**config.mk**
```make
export PLATFORM = sky130hd
export DESIGN_NAME = radar_statistics_v2
export DESIGN_NICKNAME = d
export VERILOG_FILES = /design/src/rtl/radar_statistics_v2.sv
export SDC_FILE = /design/constraint.sdc
export NUM_CORES = 1
export LEC_CHECK = 0
export CORE_MARGIN = 2
export CORE_UTILIZATION = 50
export DETAILED_ROUTE_END_ITERATION = 6
export DONT_BUFFER_PORTS = 1
export GPL_TIMING_DRIVEN = 1
export PLACE_DENSITY_LB_ADDON = 0.2
export SLEW_MARGIN = 20
export SYNTH_ARGS = -nofsm -noshare
export SYNTH_HDL_FRONTEND = slang
export SYNTH_SLANG_ARGS = --single-unit
```
**constraint.sdc**
```tcl
create_clock -name SYS_CLK -period 15 [get_ports SYS_CLK]
set_input_delay 2.25 -clock SYS_CLK [delete_from_list [all_inputs] [get_ports SYS_CLK]]
set_output_delay 2.25 -clock SYS_CLK [all_outputs]
set_load 0.03 [all_outputs]
```
**src/rtl/radar_statistics_v2.sv**
```systemverilog
// radar_statistics_v2
//   Measures the antenna rotation period (ARP to ARP, in microsecond ticks),
//   the ACP and TRIG edge counts per rotation and a moving average of the
//   period over 2^AVG_LOG2 rotations. Every asynchronous input goes through a
//   2-flop synchroniser, a FILT_LEN-sample glitch filter and a rising-edge
//   detector. All four inputs see the same latency, so the order of edges
//   that are coincident on the pins is kept.
//
// Ports
//   SYS_CLK     in   system clock, rising edge
//   RST_N       in   synchronous active-low reset
//   ARP         in   azimuth reference pulse (async)
//   ACP         in   azimuth change pulse (async)
//   TRIG        in   radar trigger (async)
//   US_CLK      in   1 MHz reference (async), each rising edge is one tick
//   CALIBRATED  out  N rotations measured since the last arm
//   ARP_LOST    out  no ARP seen for TIMEOUT_US ticks
//   STAT_VALID  out  one-cycle strobe whenever the statistics below update
//   ARP_US      out  last rotation period in ticks
//   ARP_US_AVG  out  mean of the last N periods (zero-padded before N)
//   ACP_CNT     out  ACP edges in the last rotation
//   TRIG_CNT    out  TRIG edges in the last rotation
module radar_statistics_v2 #(
  parameter int DATA_WIDTH = 32,
  parameter int AVG_LOG2   = 2,
  parameter int FILT_LEN   = 3,
  parameter int TIMEOUT_US = 10000000
) (
  input  logic                  SYS_CLK,
  input  logic                  RST_N,
  input  logic                  ARP,
  input  logic                  ACP,
  input  logic                  TRIG,
  input  logic                  US_CLK,
  output logic                  CALIBRATED,
  output logic                  ARP_LOST,
  output logic                  STAT_VALID,
  output logic [DATA_WIDTH-1:0] ARP_US,
  output logic [DATA_WIDTH-1:0] ARP_US_AVG,
  output logic [DATA_WIDTH-1:0] ACP_CNT,
  output logic [DATA_WIDTH-1:0] TRIG_CNT
);

  localparam int N   = 1 << AVG_LOG2;
  localparam int SW  = DATA_WIDTH + AVG_LOG2;
  localparam int PW  = (AVG_LOG2 > 0) ? AVG_LOG2 : 1;
  localparam int FW  = AVG_LOG2 + 1;
  localparam int FCW = (FILT_LEN > 1) ? $clog2(FILT_LEN) : 1;

  localparam logic [DATA_WIDTH-1:0] TIMEOUT_V = DATA_WIDTH'(TIMEOUT_US);

  localparam logic [0:0] S_WAIT_ARP = 1'b0;
  localparam logic [0:0] S_MEASURE  = 1'b1;

  // Saturating increment: counters stick at all-ones instead of wrapping.
  function automatic logic [DATA_WIDTH-1:0] sat_inc(input logic [DATA_WIDTH-1:0] v,
                                                     input logic en);
    if (en && (v != {DATA_WIDTH{1'b1}})) return v + DATA_WIDTH'(1);
    return v;
  endfunction

  // Channel order inside the 4-bit vectors: {US_CLK, TRIG, ACP, ARP}.
  logic [3:0]     pin;
  logic [3:0]     sync1_q, sync2_q;
  logic [3:0]     filt_q, filt_d, filt_dly_q;
  logic [FCW-1:0] fcnt_q [4];
  logic [FCW-1:0] fcnt_d [4];
  logic [3:0]     pulse;
  logic           arp_p, acp_p, trig_p, us_p;

  logic [0:0]            state_q, state_d;
  logic [DATA_WIDTH-1:0] us_q, us_d, acp_q, acp_d, trig_q, trig_d;
  logic [DATA_WIDTH-1:0] us_inc, acp_inc, trig_inc;
  logic [DATA_WIDTH-1:0] arp_us_q, arp_us_d, acp_cnt_q, acp_cnt_d;
  logic [DATA_WIDTH-1:0] trig_cnt_q, trig_cnt_d, avg_q, avg_d;
  logic                  cal_q, cal_d, lost_q, lost_d, valid_q, valid_d;
  logic [DATA_WIDTH-1:0] buf_q [N];
  logic [DATA_WIDTH-1:0] buf_d [N];
  logic [SW-1:0]         sum_q, sum_d, sum_new;
  logic [PW-1:0]         ptr_q, ptr_d;
  logic [FW-1:0]         fill_q, fill_d;

  assign pin = {US_CLK, TRIG, ACP, ARP};

  // Stage: synchronised level -> filtered level. The filtered level flips only
  // after FILT_LEN consecutive samples that disagree with it.
  always_comb begin
    for (int i = 0; i < 4; i++) begin
      filt_d[i] = filt_q[i];
      fcnt_d[i] = '0;
      if (sync2_q[i] != filt_q[i]) begin
        if (fcnt_q[i] == FCW'(FILT_LEN - 1)) filt_d[i] = sync2_q[i];
        else                                 fcnt_d[i] = fcnt_q[i] + FCW'(1);
      end
    end
  end

  // Stage: filtered level -> one-cycle rising-edge pulse.
  assign pulse  = filt_q & ~filt_dly_q;
  assign arp_p  = pulse[0];
  assign acp_p  = pulse[1];
  assign trig_p = pulse[2];
  assign us_p   = pulse[3];

  // Pulses coincident with ARP are folded into the rotation that ARP closes.
  assign us_inc   = sat_inc(us_q, us_p);
  assign acp_inc  = sat_inc(acp_q, acp_p);
  assign trig_inc = sat_inc(trig_q, trig_p);

  // Stage: measurement FSM, publish and moving average.
  always_comb begin
    state_d    = state_q;
    us_d       = us_q;
    acp_d      = acp_q;
    trig_d     = trig_q;
    arp_us_d   = arp_us_q;
    acp_cnt_d  = acp_cnt_q;
    trig_cnt_d = trig_cnt_q;
    avg_d      = avg_q;
    cal_d      = cal_q;
    lost_d     = lost_q;
    valid_d    = 1'b0;
    sum_d      = sum_q;
    ptr_d      = ptr_q;
    fill_d     = fill_q;
    for (int i = 0; i < N; i++) buf_d[i] = buf_q[i];
    // Sum stays >= oldest entry, so the subtraction cannot underflow.
    sum_new = sum_q + SW'(us_inc) - SW'(buf_q[ptr_q]);

    case (state_q)
      S_WAIT_ARP: begin
        if (arp_p) begin
          state_d = S_MEASURE;
          lost_d  = 1'b0;
          cal_d   = 1'b0;
          fill_d  = '0;
          sum_d   = '0;
          ptr_d   = '0;
          us_d    = '0;
          acp_d   = '0;
          trig_d  = '0;
          for (int i = 0; i < N; i++) buf_d[i] = '0;
        end
      end
      default: begin
        if (arp_p) begin
          arp_us_d     = us_inc;
          acp_cnt_d    = acp_inc;
          trig_cnt_d   = trig_inc;
          valid_d      = 1'b1;
          us_d         = '0;
          acp_d        = '0;
          trig_d       = '0;
          sum_d        = sum_new;
          buf_d[ptr_q] = us_inc;
          ptr_d        = (ptr_q == PW'(N - 1)) ? '0 : ptr_q + PW'(1);
          fill_d       = (fill_q == FW'(N)) ? fill_q : fill_q + FW'(1);
          cal_d        = (fill_d == FW'(N));
          avg_d        = DATA_WIDTH'(sum_new >> AVG_LOG2);
        end else if (us_p && (us_inc == TIMEOUT_V)) begin
          // ARP loss: drop back to waiting, keep the last published values.
          state_d = S_WAIT_ARP;
          lost_d  = 1'b1;
          cal_d   = 1'b0;
          us_d    = '0;
          acp_d   = '0;
          trig_d  = '0;
        end else begin
          us_d   = us_inc;
          acp_d  = acp_inc;
          trig_d = trig_inc;
        end
      end
    endcase
  end

  always_ff @(posedge SYS_CLK) begin
    if (!RST_N) begin
      sync1_q    <= '0;
      sync2_q    <= '0;
      filt_q     <= '0;
      filt_dly_q <= '0;
      for (int i = 0; i < 4; i++) fcnt_q[i] <= '0;
      state_q    <= S_WAIT_ARP;
      us_q       <= '0;
      acp_q      <= '0;
      trig_q     <= '0;
      arp_us_q   <= '0;
      acp_cnt_q  <= '0;
      trig_cnt_q <= '0;
      avg_q      <= '0;
      cal_q      <= 1'b0;
      lost_q     <= 1'b0;
      valid_q    <= 1'b0;
      sum_q      <= '0;
      ptr_q      <= '0;
      fill_q     <= '0;
      for (int i = 0; i < N; i++) buf_q[i] <= '0;
    end else begin
      sync1_q    <= pin;
      sync2_q    <= sync1_q;
      filt_q     <= filt_d;
      filt_dly_q <= filt_q;
      for (int i = 0; i < 4; i++) fcnt_q[i] <= fcnt_d[i];
      state_q    <= state_d;
      us_q       <= us_d;
      acp_q      <= acp_d;
      trig_q     <= trig_d;
      arp_us_q   <= arp_us_d;
      acp_cnt_q  <= acp_cnt_d;
      trig_cnt_q <= trig_cnt_d;
      avg_q      <= avg_d;
      cal_q      <= cal_d;
      lost_q     <= lost_d;
      valid_q    <= valid_d;
      sum_q      <= sum_d;
      ptr_q      <= ptr_d;
      fill_q     <= fill_d;
      for (int i = 0; i < N; i++) buf_q[i] <= buf_d[i];
    end
  end

  assign CALIBRATED = cal_q;
  assign ARP_LOST   = lost_q;
  assign STAT_VALID = valid_q;
  assign ARP_US     = arp_us_q;
  assign ARP_US_AVG = avg_q;
  assign ACP_CNT    = acp_cnt_q;
  assign TRIG_CNT   = trig_cnt_q;

endmodule

```
==> results of run 1 <==
## through the flow
step | util | setup slack [ns]
after floorplan | - | 9.838
after CTS | 0.5498 | 8.716
after detailed placement | 0.5095 | 8.788
final | 0.5506 | 8.592
after global routing | 0.5506 | 8.167
after global placement | 0.5095 | 8.929
## worst register-to-register path, delay by kind of cell, from the launching register on
family | cells | cell delay [ns]
buffers and inverters | 2 | 0.16
xor gates and xnor gates | 1 | 0.10
and+or+nand+nor | 4 | 1.56
muxes | 1 | 0.32
DFF | 1 | 0.50
adders and majority gates | 2 | 0.96
AOI/OAI and AO/OA | 7 | 2.69
## worst min path at each step
stage	from	end	slack, ns	cells after the start
after CTS	fcnt_q[0][0]$_SDFF_PP0_	fcnt_q[0][0]$_SDFF_PP0_	0.41	1
after global placement	fcnt_q[1][0]$_SDFF_PP0_	fcnt_q[1][0]$_SDFF_PP0_	0.40	1
final	fcnt_q[0][0]$_SDFF_PP0_	fcnt_q[0][0]$_SDFF_PP0_	0.41	1
after global routing	fcnt_q[1][0]$_SDFF_PP0_	fcnt_q[1][0]$_SDFF_PP0_	0.43	1
after floorplan	fcnt_q[0][0]$_SDFF_PP0_	fcnt_q[0][0]$_SDFF_PP0_	0.39	1
after detailed placement	fcnt_q[0][0]$_SDFF_PP0_	fcnt_q[0][0]$_SDFF_PP0_	0.40	1
## area by class of cell
type,instances,area (um^2),share of cell area
clock buffers,70,1403,0.06456
clock inverters,16,187.7,0.008638
inverters,82,312.8,0.01440
multi-input cells,1584,10570,0.4867
flip-flops and latches,421,8431,0.3880
well taps,525,656.9,0.03023
repair buffers,19,162.7,0.007486
## power by group through the flow
stage | logic [mW] | clock network [mW] | registers [mW]
floorplan | 0.0193 | 0 | 1.14
global placement | 0.0233 | 0 | 1.14
detailed placement | 0.0235 | 0 | 1.14
CTS | 0.0236 | 1.19 | 1.12
global route | 0.0256 | 1.24 | 1.12
finish | 0.0236 | 1.17 | 1.12
## registers in the layout, summed over array words and instances (netlist names), 2 cells and up, named ones only
name        count
fill_q          3
buf_q         128
us_q           32
ptr_q           2
sum_q          34
filt_dly_q      4
ARP_US         32
fcnt_q          8
acp_q          32
sync2_q         4
TRIG_CNT       32
ARP_US_AVG     32
sync1_q         4
trig_q         32
filt_q          4
ACP_CNT        32
## per-layer routing
metal  vias up  GRT usage
met5         -          0
met4         2    0.08186
met3        85    0.04986
met2       501     0.3925
met1      7792     0.3758
li1       7591          -
## layout by cell type, fill, tap and decap left out, types with 4 or more instances in the layout
cell | synthesis | final
dfxtp_1 | 421 | 419
nor2_1 | 329 | 327
nand2_1 | 177 | 176
a21oi_1 | 150 | 149
xor2_1 | 109 | 109
a22oi_1 | 97 | 97
xnor2_1 | 88 | 88
nand3_1 | 81 | 81
inv_1 | 82 | 81
o21ai_0 | 81 | 81
clkbuf_16 | 0 | 47
a22o_1 | 45 | 45
a211oi_1 | 45 | 44
ha_1 | 47 | 44
nand4_1 | 37 | 37
and2_1 | 35 | 35
mux4_2 | 32 | 32
fa_1 | 32 | 32
and3_1 | 29 | 29
buf_4 | 0 | 18
a21o_1 | 16 | 16
nor3_1 | 16 | 16
nand2b_1 | 15 | 15
clkbuf_8 | 0 | 14
nor4_1 | 13 | 13
mux2i_1 | 10 | 10
clkbuf_1 | 118 | 9
nor2b_1 | 8 | 8
and4_1 | 7 | 7
or3_1 | 7 | 7
clkinv_2 | 0 | 7
or4_1 | 6 | 6
o211ai_1 | 5 | 5
nor3b_1 | 5 | 5
o21bai_1 | 5 | 5
a31oi_1 | 4 | 4
o21ai_4 | 1 | 4
## cells by family after synthesis
kind of cell | Yosys count
and+or+nand+nor | 778
AOI/OAI and AO/OA | 486
DFF | 421
buffers and inverters | 236
xor gates and xnor gates | 197
adders and majority gates | 79
muxes | 44
==> run summary, run 1 <==
Gr usage total = 0.2603
# resized after CTS = 0
F_max = 0.1561 GHz
Fin. Hold Viols = 0
Worst setup EP type = flip-flop
DRC = 0
Hold Path Class = flip-flop to flip-flop
Post-Syn Area per Cell = 8.874 um^2
Cell with the most instances after synthesis = dfxtp_1
Top_reg_cell synth = dfxtp_1
Share of cells above drive strength 1 = 0.07026
Core ar. = 0.03946 mm^2
Worst setup path endpoint = sum_q[32]$_SDFFE_PN0P_
FF-to-FF setup slack = 8.59 ns
Wl on met1 = 25.58 mm
CP max-delay cell = o41ai_1
DP Area = 0.02010 mm^2
Worst r2r src = us_q[18]$_SDFFE_PN0P_
Ant diodes = 0
Die H = 203.4 um
Crit path kind = flip-flop to flip-flop
Final WL = 54.25 mm
Worst path cell trace = nand4_1 > nor4_1 > a21boi_1 > mux2i_1 > inv_1 > fa_1 > inv_1 > fa_1 > nand2b_1 > a21oi_1 > o22ai_1 > o31a_1 > o41ai_1 > a2111oi_0 > nor2_1 > xor2_1 > a22o_1
Simple-gate portion of the synthesized area = 0.1785
Global route total overflow = 0
Setup Skew = 0.01934 ns
DRT iter0 DRCs = 1,289
I/O pin cnt = 137
Worst hold slack = 0.4081 ns
CTS clk-pin slew, worst paths = 0.06 ns
Most frequent cells after synthesis = dfxtp_1, nor2_1, nand2_1
Final Cell Area = 0.02173 mm^2
Leak = 7.850 nW
Flops & latches, synth = 421
Vias = 15,971
Sequential-to-total area share from yosys stat = 0.4238
Gate Count Post-Synth = 2,241
Int Power = 1.823 mW
Avg WL per Cell = 19.97 um
Combinational group share of total power = 0.010
Placer Congestion = 0.9552
Crit Path Max Fanout = 9
CTS max path bufs = 3
P_sw = 492.6 uW
Setup violations, final = 0
RSZ-0062 raised after global routing = false
Hold-fix buffers at CTS = 0
Cell variety after synth = 63
Initial antenna violation count = 2
Starting Density = 0.5040
Post-CTS Setup Repair Bufs = 0
Routed Antenna Nets = 0
Hpwl dp = 36.85 mm
Drt first pass iters = 6
Syn Std Cell Area = 0.01989 mm^2
Synth async-reset ratio = 0
Net Count, Synth = 2,326
# placed instances = 2,630
Row count = 73
Critical Path AT = 6.88 ns
Fin. max-slew vios = 0
Outcome = finished, final reports clean
Fin nets = 2,239
Vias per std cell = 5.878
Synth warn = 0
EDFF count, synth = 0
Die ar. = 0.04138 mm^2
Port Buffers = 0
Total chip power = 2.315 mW
CP startpoint kind = flip-flop
Slew @ Worst Pin = 1.095 ns
CTS Buf Count = 46
Fin cells = 2,717
Adder-Cell Fraction of Synth Area = 0.06178
Main combinational cell family by area after synthesis = simple AND/OR/NAND/NOR gates
Instance count on the critical path = 17
Vias in the first global route = 15,162
Worst EP required = 15.47 ns
P&R area growth vs syn = 9.255%
Fraction of synthesized cell area in xor and xnor cells = 0.08676
DR WL met3 = 3.866 mm
Clock share of power = 0.506
Pwr Density = 106.6 mW/mm^2
Die width = 203.4 um
Period utilization = 0.4272
Post-synthesis mux area share = 0.04241
Slowest Stage Delay on Critical Path = 0.91 ns
Clock Latency Late Sink = 0.59 ns
H-tree levels = 2
RR Endpoint = sum_q[32]$_SDFFE_PN0P_
CP startpoint = us_q[18]$_SDFFE_PN0P_
Max VDD drop = 0.00008284 V
Global-route wire length before repair = 85.12 mm
Synth area leaders = dfxtp_1, nor2_1, xor2_1, xnor2_1, a21oi_1
Synth area leader = dfxtp_1
Root Buffer = clkbuf_16
Switching Fraction = 0.2127
# Max-Cap Violations = 0
Pin count of the biggest net entering global routing = 110
CTS tree = yes
Final TNS setup = 0 ns
Worst relative slew slack = 0.2684
Met2 wire len = 23.50 mm
# fillers = 3,605
Crit path max-delay family = compound AO/OA/AOI/OAI gates
Buffers and inverters on the worst path = 2
Min Tclk post-route = 6.408 ns
FF-to-FF path depth = 17
Compound-Gate Fraction of Synth Area = 0.1587
Post-synth top area share = 0.4238
Sequential share of power = 0.484
Max layer used = met5
CTS Sinks = 421
No activity file was read; power rests on OpenSTA's default activity.
==> run 2: changes to the inputs <==
ABC_AREA = 1   (was default)
clock period = 6.1 ns   (was 15 ns; I/O delays follow)
==> run 2 against run 1 <==
Count of clock-buffer cells in the layout down 5. Clock power increased by 140%. Utilization shrank 0.48 points. Clock skew shrank 0.0012 ns. Area after synthesis increased by 10%. Non-clock buffer count is the same. Sequential power increased by 150%. Design area grew 8.7%. Wire length increased by 28%. Critical path type unchanged. Critical endpoint is now ARP_US_AVG[23]$_SDFFE_PN0P_. Largest power group unchanged.
==> run summary, run 2 <==
Outcome = finished, final reports clean
Post-CTS Setup Repair Bufs = 0
Commonest non-fill, non-tap cell in the layout = nand2_1
Post-synthesis mux area share = 0
Net Count, Synth = 3,237
Hold EP = fcnt_q[2][0]$_SDFF_PP0_
Leak = 8.421 nW
Vias = 20,779
Fin. max-slew vios = 0
Synth area leader = dfxtp_1
Setup Skew = 0.01816 ns
Max FFs per register = 128
DRT iter0 DRCs = 1,901
CTS clk-pin slew, worst paths = 0.06 ns
Pin count of the biggest net entering global routing = 212
Max VDD drop = 0.0002431 V
Initial antenna violation count = 0
Top flop regs = buf_q: 128 flops, sum_q: 34 flops
Hpwl dp = 46.88 mm
Placer Congestion = 0.9537
Global-route wire length before repair = 109.6 mm
CTS tree = yes
EDFF count, synth = 0
CP startpoint kind = flip-flop
Clock Latency Late Sink = 0.58 ns
# resized after CTS = 0
CTS Buf Count = 45
Fin nets = 3,122
Drt first pass iters = 5
Port Buffers = 0
Syn Std Cell Area = 0.02197 mm^2
Gate Count Post-Synth = 3,152
Hold path start = fcnt_q[2][0]$_SDFF_PP0_
Fraction of synthesized cell area in xor and xnor cells = 0.02979
Simple-gate portion of the synthesized area = 0.2842
Final WL = 69.42 mm
Worst setup EP type = flip-flop
Most frequent cells after synthesis = nand2_1, a21oi_1, dfxtp_1
Row count = 76
Setup violations, final = 0
Avg WL per Cell = 19.01 um
Starting Density = 0.5077
Die H = 213.6 um
RR Endpoint = ARP_US_AVG[23]$_SDFFE_PN0P_
Post-Syn Area per Cell = 6.969 um^2
Crit Path Max Fanout = 17
Cell variety after synth = 46
Sequential-to-total area share from yosys stat = 0.3837
Synth warn = 0
Cell with the most instances after synthesis = nand2_1
Flops & latches, synth = 421
Min Tclk post-route = 4.792 ns
FF-to-FF path depth = 23
Ant diodes = 0
Core ar. = 0.04327 mm^2
Root Buffer = clkbuf_16
F_max = 0.2087 GHz
Final Util = 0.5458
DRC = 0
Die width = 213.6 um
Worst hold stages = 1
Final TNS setup = 0 ns
Worst relative slew slack = 0.2896
Synth async-reset ratio = 0
Compound-Gate Fraction of Synth Area = 0.1667
Pwr Density = 237.9 mW/mm^2
Synth area leaders = dfxtp_1, nand2_1, a21oi_1, nor2_1, inv_1
RSZ-0062 raised after global routing = false
Top_reg_cell synth = dfxtp_1
Critical Path AT = 5.28 ns
Adder-Cell Fraction of Synth Area = 0.05593
Slew @ Worst Pin = 1.066 ns
Hold Path Class = flip-flop to flip-flop
Fin. Hold Viols = 0
Routed Antenna Nets = 0
Global route total overflow = 0
Post-synth top area share = 0.3837
CTS Sinks = 421
FF-to-FF setup slack = 1.31 ns
Vias in the first global route = 19,780
Die ar. = 0.04563 mm^2
Worst r2r src = us_q[1]$_SDFFE_PN0P_
# Max-Cap Violations = 0
H-tree levels = 2
Gr usage total = 0.3056
Largest register by flop count = buf_q
Period utilization = 0.7856
Worst EP required = 6.59 ns
Main combinational cell family by area after synthesis = simple AND/OR/NAND/NOR gates
P&R area growth vs syn = 7.507%
Crit path kind = flip-flop to flip-flop
Share of cells above drive strength 1 = 0.05347
Hold-fix buffers at CTS = 0
Most frequent cells in the layout = nand2_1, a21oi_1, dfxtp_1
CTS max path bufs = 3
I/O pin cnt = 137
Vias per std cell = 5.690
-- run 2: cell families after synthesis --
| group | after synthesis |
|---|---|
| flops | 421 |
| buf+inv | 442 |
| simple gates | 1447 |
| xor+xnor | 73 |
| fa+ha+maj | 79 |
| compound gates | 690 |
-- run 2: worst max-delay path by stage --
stage | start | endpoint | slack, ns | depth (start not counted)
2_1_floorplan | us_q[0]$_SDFFE_PN0P_ | ARP_US_AVG[21]$_SDFFE_PN0P_ | 2.33 | 27
3_3_place_gp | us_q[1]$_SDFFE_PN0P_ | sum_q[32]$_SDFFE_PN0P_ | 1.57 | 25
3_5_place_dp | us_q[1]$_SDFFE_PN0P_ | sum_q[32]$_SDFFE_PN0P_ | 1.45 | 25
4_1_cts | us_q[1]$_SDFFE_PN0P_ | sum_q[32]$_SDFFE_PN0P_ | 1.40 | 25
5_1_grt | us_q[1]$_SDFFE_PN0P_ | sum_q[32]$_SDFFE_PN0P_ | 0.83 | 25
6_report | us_q[1]$_SDFFE_PN0P_ | ARP_US_AVG[23]$_SDFFE_PN0P_ | 1.31 | 23
-- run 2: layer usage --
| layer | routed length (um) | global-route usage | vias up | share of wire |
|---|---|---|---|---|
| li1 | - | - | 10098 | - |
| met3 | 5235 | 0.05155 | 114 | 0.075 |
| met5 | 0 | 0 | - | 0 |
| met1 | 29890 | 0.4051 | 9816 | 0.43 |
| met4 | 2189 | 0.1087 | 0 | 0.032 |
| met2 | 32100 | 0.5028 | 751 | 0.46 |
-- run 2: cell type report --
cell class / count / area (um^2)
multi-input combinational: 2289 / 11820
sequential: 421 / 8431
timing repair buffer: 19 / 167.7
clock inverter: 12 / 151.4
tap: 585 / 732.0
inverter: 261 / 994.7
fill: 4229 / 19650
clock buffer: 65 / 1323
-- run 2: stage by stage --
stage | setup WS, ns | cells | cell area [um^2] | power [mW] | hold slack (ns)
3_3_place_gp | 1.566 | 3575 | 22140 | 2.920 | 0.3952
3_5_place_dp | 1.446 | 3575 | 22140 | 2.920 | 0.4012
2_1_floorplan | 2.327 | 3152 | 21970 | 2.901 | 0.3905
6_report | 1.308 | 3652 | 23620 | 5.618 | 0.4080
4_1_cts | 1.404 | 3652 | 23620 | 5.659 | 0.4122
5_1_grt | 0.8343 | 3652 | 23620 | 5.783 | 0.4247
-- run 2: critical path, cell delays in order (launching register included) --
cell and delay [ns]:
dfxtp_1 0.41, ha_1 0.26, inv_1 0.06, nor2_1 0.21
nand2_1 0.13, nor2_4 0.17, nand2_4 0.14, nand2_4 0.18
inv_4 0.12, nand2_1 0.08, nand2_1 0.06, inv_1 0.27
fa_1 0.50, ha_1 0.39, inv_1 0.12, o21bai_1 0.09
a21oi_1 0.21, a21boi_0 0.21, o21ai_0 0.20, a21oi_1 0.37
o21ai_0 0.16, nand2_1 0.08, nand3_1 0.10, a21oi_1 0.17
-- run 2: report_power, final --
| group | leakage [nW] | switching, mW | internal, mW |
|---|---|---|---|
| Sequential | 3.39 | 0.00198 | 2.75 |
| Combinational | 4.31 | 0.0840 | 0.0229 |
| Clock | 0.722 | 1.13 | 1.63 |
==> run 3: changes to the inputs <==
clock period = 4.3 ns   (was 6.1 ns; I/O delays follow)
==> run 3 against run 2 <==
Sequential power rose by 42%. Non-clock buffer count rose by 86. Global-route usage rose by 0.62 points. Sequential share of layout area fell by 1.5 points. Wire length rose by 2.8%. Die area did not move. Maximum frequency rose by 17%. Critical path type unchanged. Largest power group unchanged. Design area rose by 4.6%. Setup slack got worse by 1.1 ns. Count of clock-buffer cells in the layout fell by 6. Hold slack got worse by 0.24 ns.
==> run summary, run 3 (synthesis results as in run 2) <==
Fin cells = 3,745
FF-to-FF path depth = 20
Max FFs per register = 128
Hold EP = sync1_q[2]$_SDFF_PN0_
Hold Path Class = input pin to flip-flop
Worst setup EP type = flip-flop
Pwr Density = 333.2 mW/mm^2
Die width = 213.6 um
Leak = 8.964 nW
Register area = 0.008434 mm^2
Most frequent cells in the layout = nand2_1, a21oi_1, dfxtp_1
Vias in the first global route = 20,389
Critical Path AT = 4.51 ns
Worst EP required = 4.72 ns
Final WL = 71.37 mm
Largest register by flop count = buf_q
CTS Sinks = 421
Vias per std cell = 5.649
DRC = 0
Min Tclk post-route = 4.090 ns
Hold path start = TRIG
Clock Latency Late Sink = 0.59 ns
# fillers = 4,200
H-tree levels = 2
P&R area growth vs syn = 12.40%
# placed instances = 3,659
Top flop regs = buf_q: 128 flops, sum_q: 34 flops
Port Buffers = 0
Final Cell Area = 0.02469 mm^2
Vias = 21,154
Initial antenna violation count = 0
Worst hold stages = 2
Setup violations, final = 0
Multi-input logic area = 0.01207 mm^2
Hpwl dp = 48.90 mm
Placer Congestion = 0.9736
DRT iter0 DRCs = 1,796
Worst r2r src = us_q[0]$_SDFFE_PN0P_
Fin. Hold Viols = 0
Crit path kind = flip-flop to flip-flop
I/O pin cnt = 137
Root Buffer = clkbuf_16
Slowest Stage Delay on Critical Path = 0.47 ns
DP Area = 0.02284 mm^2
Worst relative slew slack = 0.2853
CP max-delay cell = fa_1
CTS max path bufs = 3
Routed Antenna Nets = 0
Pin count of the biggest net entering global routing = 212
CTS tree = yes
Global route total overflow = 0
Crit Path Max Fanout = 12
Fin nets = 3,209
Total chip power = 8.228 mW
Row count = 76
CP startpoint kind = flip-flop
Worst path cell trace = ha_4 > inv_1 > nor2_4 > nand2_1 > nor2_4 > nand2_4 > buf_4 > a21o_1 > nand2_1 > inv_1 > fa_1 > ha_1 > a21oi_1 > a21boi_0 > nand2_1 > a21oi_1 > inv_1 > o21ai_0 > buf_4 > a21oi_1
Setup Skew = 0.02651 ns
F_max = 0.2445 GHz
Final TNS setup = 0 ns
CTS clk-pin slew, worst paths = 0.07 ns
Core ar. = 0.04327 mm^2
Outcome = finished, final reports clean
Fin. max-slew vios = 0
FF-to-FF setup slack = 0.21 ns
Die H = 213.6 um
# Max-Cap Violations = 0
CTS Buf Count = 46
Gr usage total = 0.3117
RR Endpoint = ARP_US_AVG[11]$_SDFFE_PN0P_
Period utilization = 0.9512
Drt first pass iters = 5
Die ar. = 0.04563 mm^2
Ant diodes = 0
Global-route wire length before repair = 112.0 mm
Max VDD drop = 0.0002967 V
Avg WL per Cell = 19.06 um
Share of cells above drive strength 1 = 0.09715
Commonest non-fill, non-tap cell in the layout = nand2_1
Starting Density = 0.5077
Slew @ Worst Pin = 1.072 ns
## run 3: cell count changes in the layout (fill, tap and decap cells not counted), sizes merged
cell | previous run | this run
buf | 19 | 105
clkbuf | 65 | 59
clkinv | 9 | 15
inv | 259 | 264
bufinv | 3 | 5
## run 3: how the worst max path moves through the flow
stage / from / endpoint / slack [ns]
6_report: us_q[0]$_SDFFE_PN0P_ / ARP_US_AVG[11]$_SDFFE_PN0P_ / 0.21
2_1_floorplan: us_q[0]$_SDFFE_PN0P_ / ARP_US_AVG[21]$_SDFFE_PN0P_ / 0.53
4_1_cts: us_q[0]$_SDFFE_PN0P_ / sum_q[23]$_SDFFE_PN0P_ / 0.004
3_5_place_dp: us_q[0]$_SDFFE_PN0P_ / ARP_US_AVG[30]$_SDFFE_PN0P_ / -0.06
3_3_place_gp: us_q[0]$_SDFFE_PN0P_ / ARP_US_AVG[30]$_SDFFE_PN0P_ / 0.03
5_1_grt: us_q[6]$_SDFFE_PN0P_ / sum_q[23]$_SDFFE_PN0P_ / -0.002
## run 3: cell type report
type / instances / area share
Clock inverter: 25 / 0.01160
Sequential cell: 421 / 0.3416
Multi-Input combinational cell: 2289 / 0.4890
Timing Repair Buffer: 105 / 0.03598
Inverter: 261 / 0.04029
Tap cell: 585 / 0.02964
Clock buffer: 59 / 0.05189
## run 3: repair_timing
item,CTS,global route
endpoints found under the setup margin,8,48
pin swaps,0,4
hold buffers,0,0
setup buffers,0,2
hold endpoints to repair,0,0
cloned,0,0
resized for setup,2,72
## run 3: stage by stage
step / hold slack, ns / utilization / worst slack, ns
6_report: 0.1650 / 0.5707 / 0.2100
5_1_grt: 0.1558 / 0.5707 / -0.001586
4_1_cts: 0.1423 / 0.5643 / 0.004059
3_5_place_dp: 0.4024 / 0.5278 / -0.06020
3_3_place_gp: 0.3978 / 0.5278 / 0.02942
2_1_floorplan: 0.3905 / - / 0.5267
## run 3: worst max-delay path: cells and delay by family, from the launching register on
kind	cells	cell delay, ns
and+or+nand+nor	6	0.68
adders and majority gates	3	0.98
buffers and inverters	5	0.71
AOI/OAI and AO/OA	6	1.16
DFF	1	0.38
## run 3: power breakdown
group          leakage [nW]  internal [mW]  switching (mW)
logic                  4.79         0.0442           0.128
clock network         0.777           2.42            1.72
registers              3.39           3.90         0.00284
total                  8.96           6.37            1.85
## run 3: metal layers
layer / part of all wire / global-route usage / wire length [um] / vias up
li1: - / - / - / 10290
met2: 0.48 / 0.5353 / 34200 / 678
met3: 0.067 / 0.05609 / 4817 / 137
met5: 0 / 0 / 0 / -
met1: 0.42 / 0.3976 / 30270 / 10049
met4: 0.029 / 0.09794 / 2074 / 0
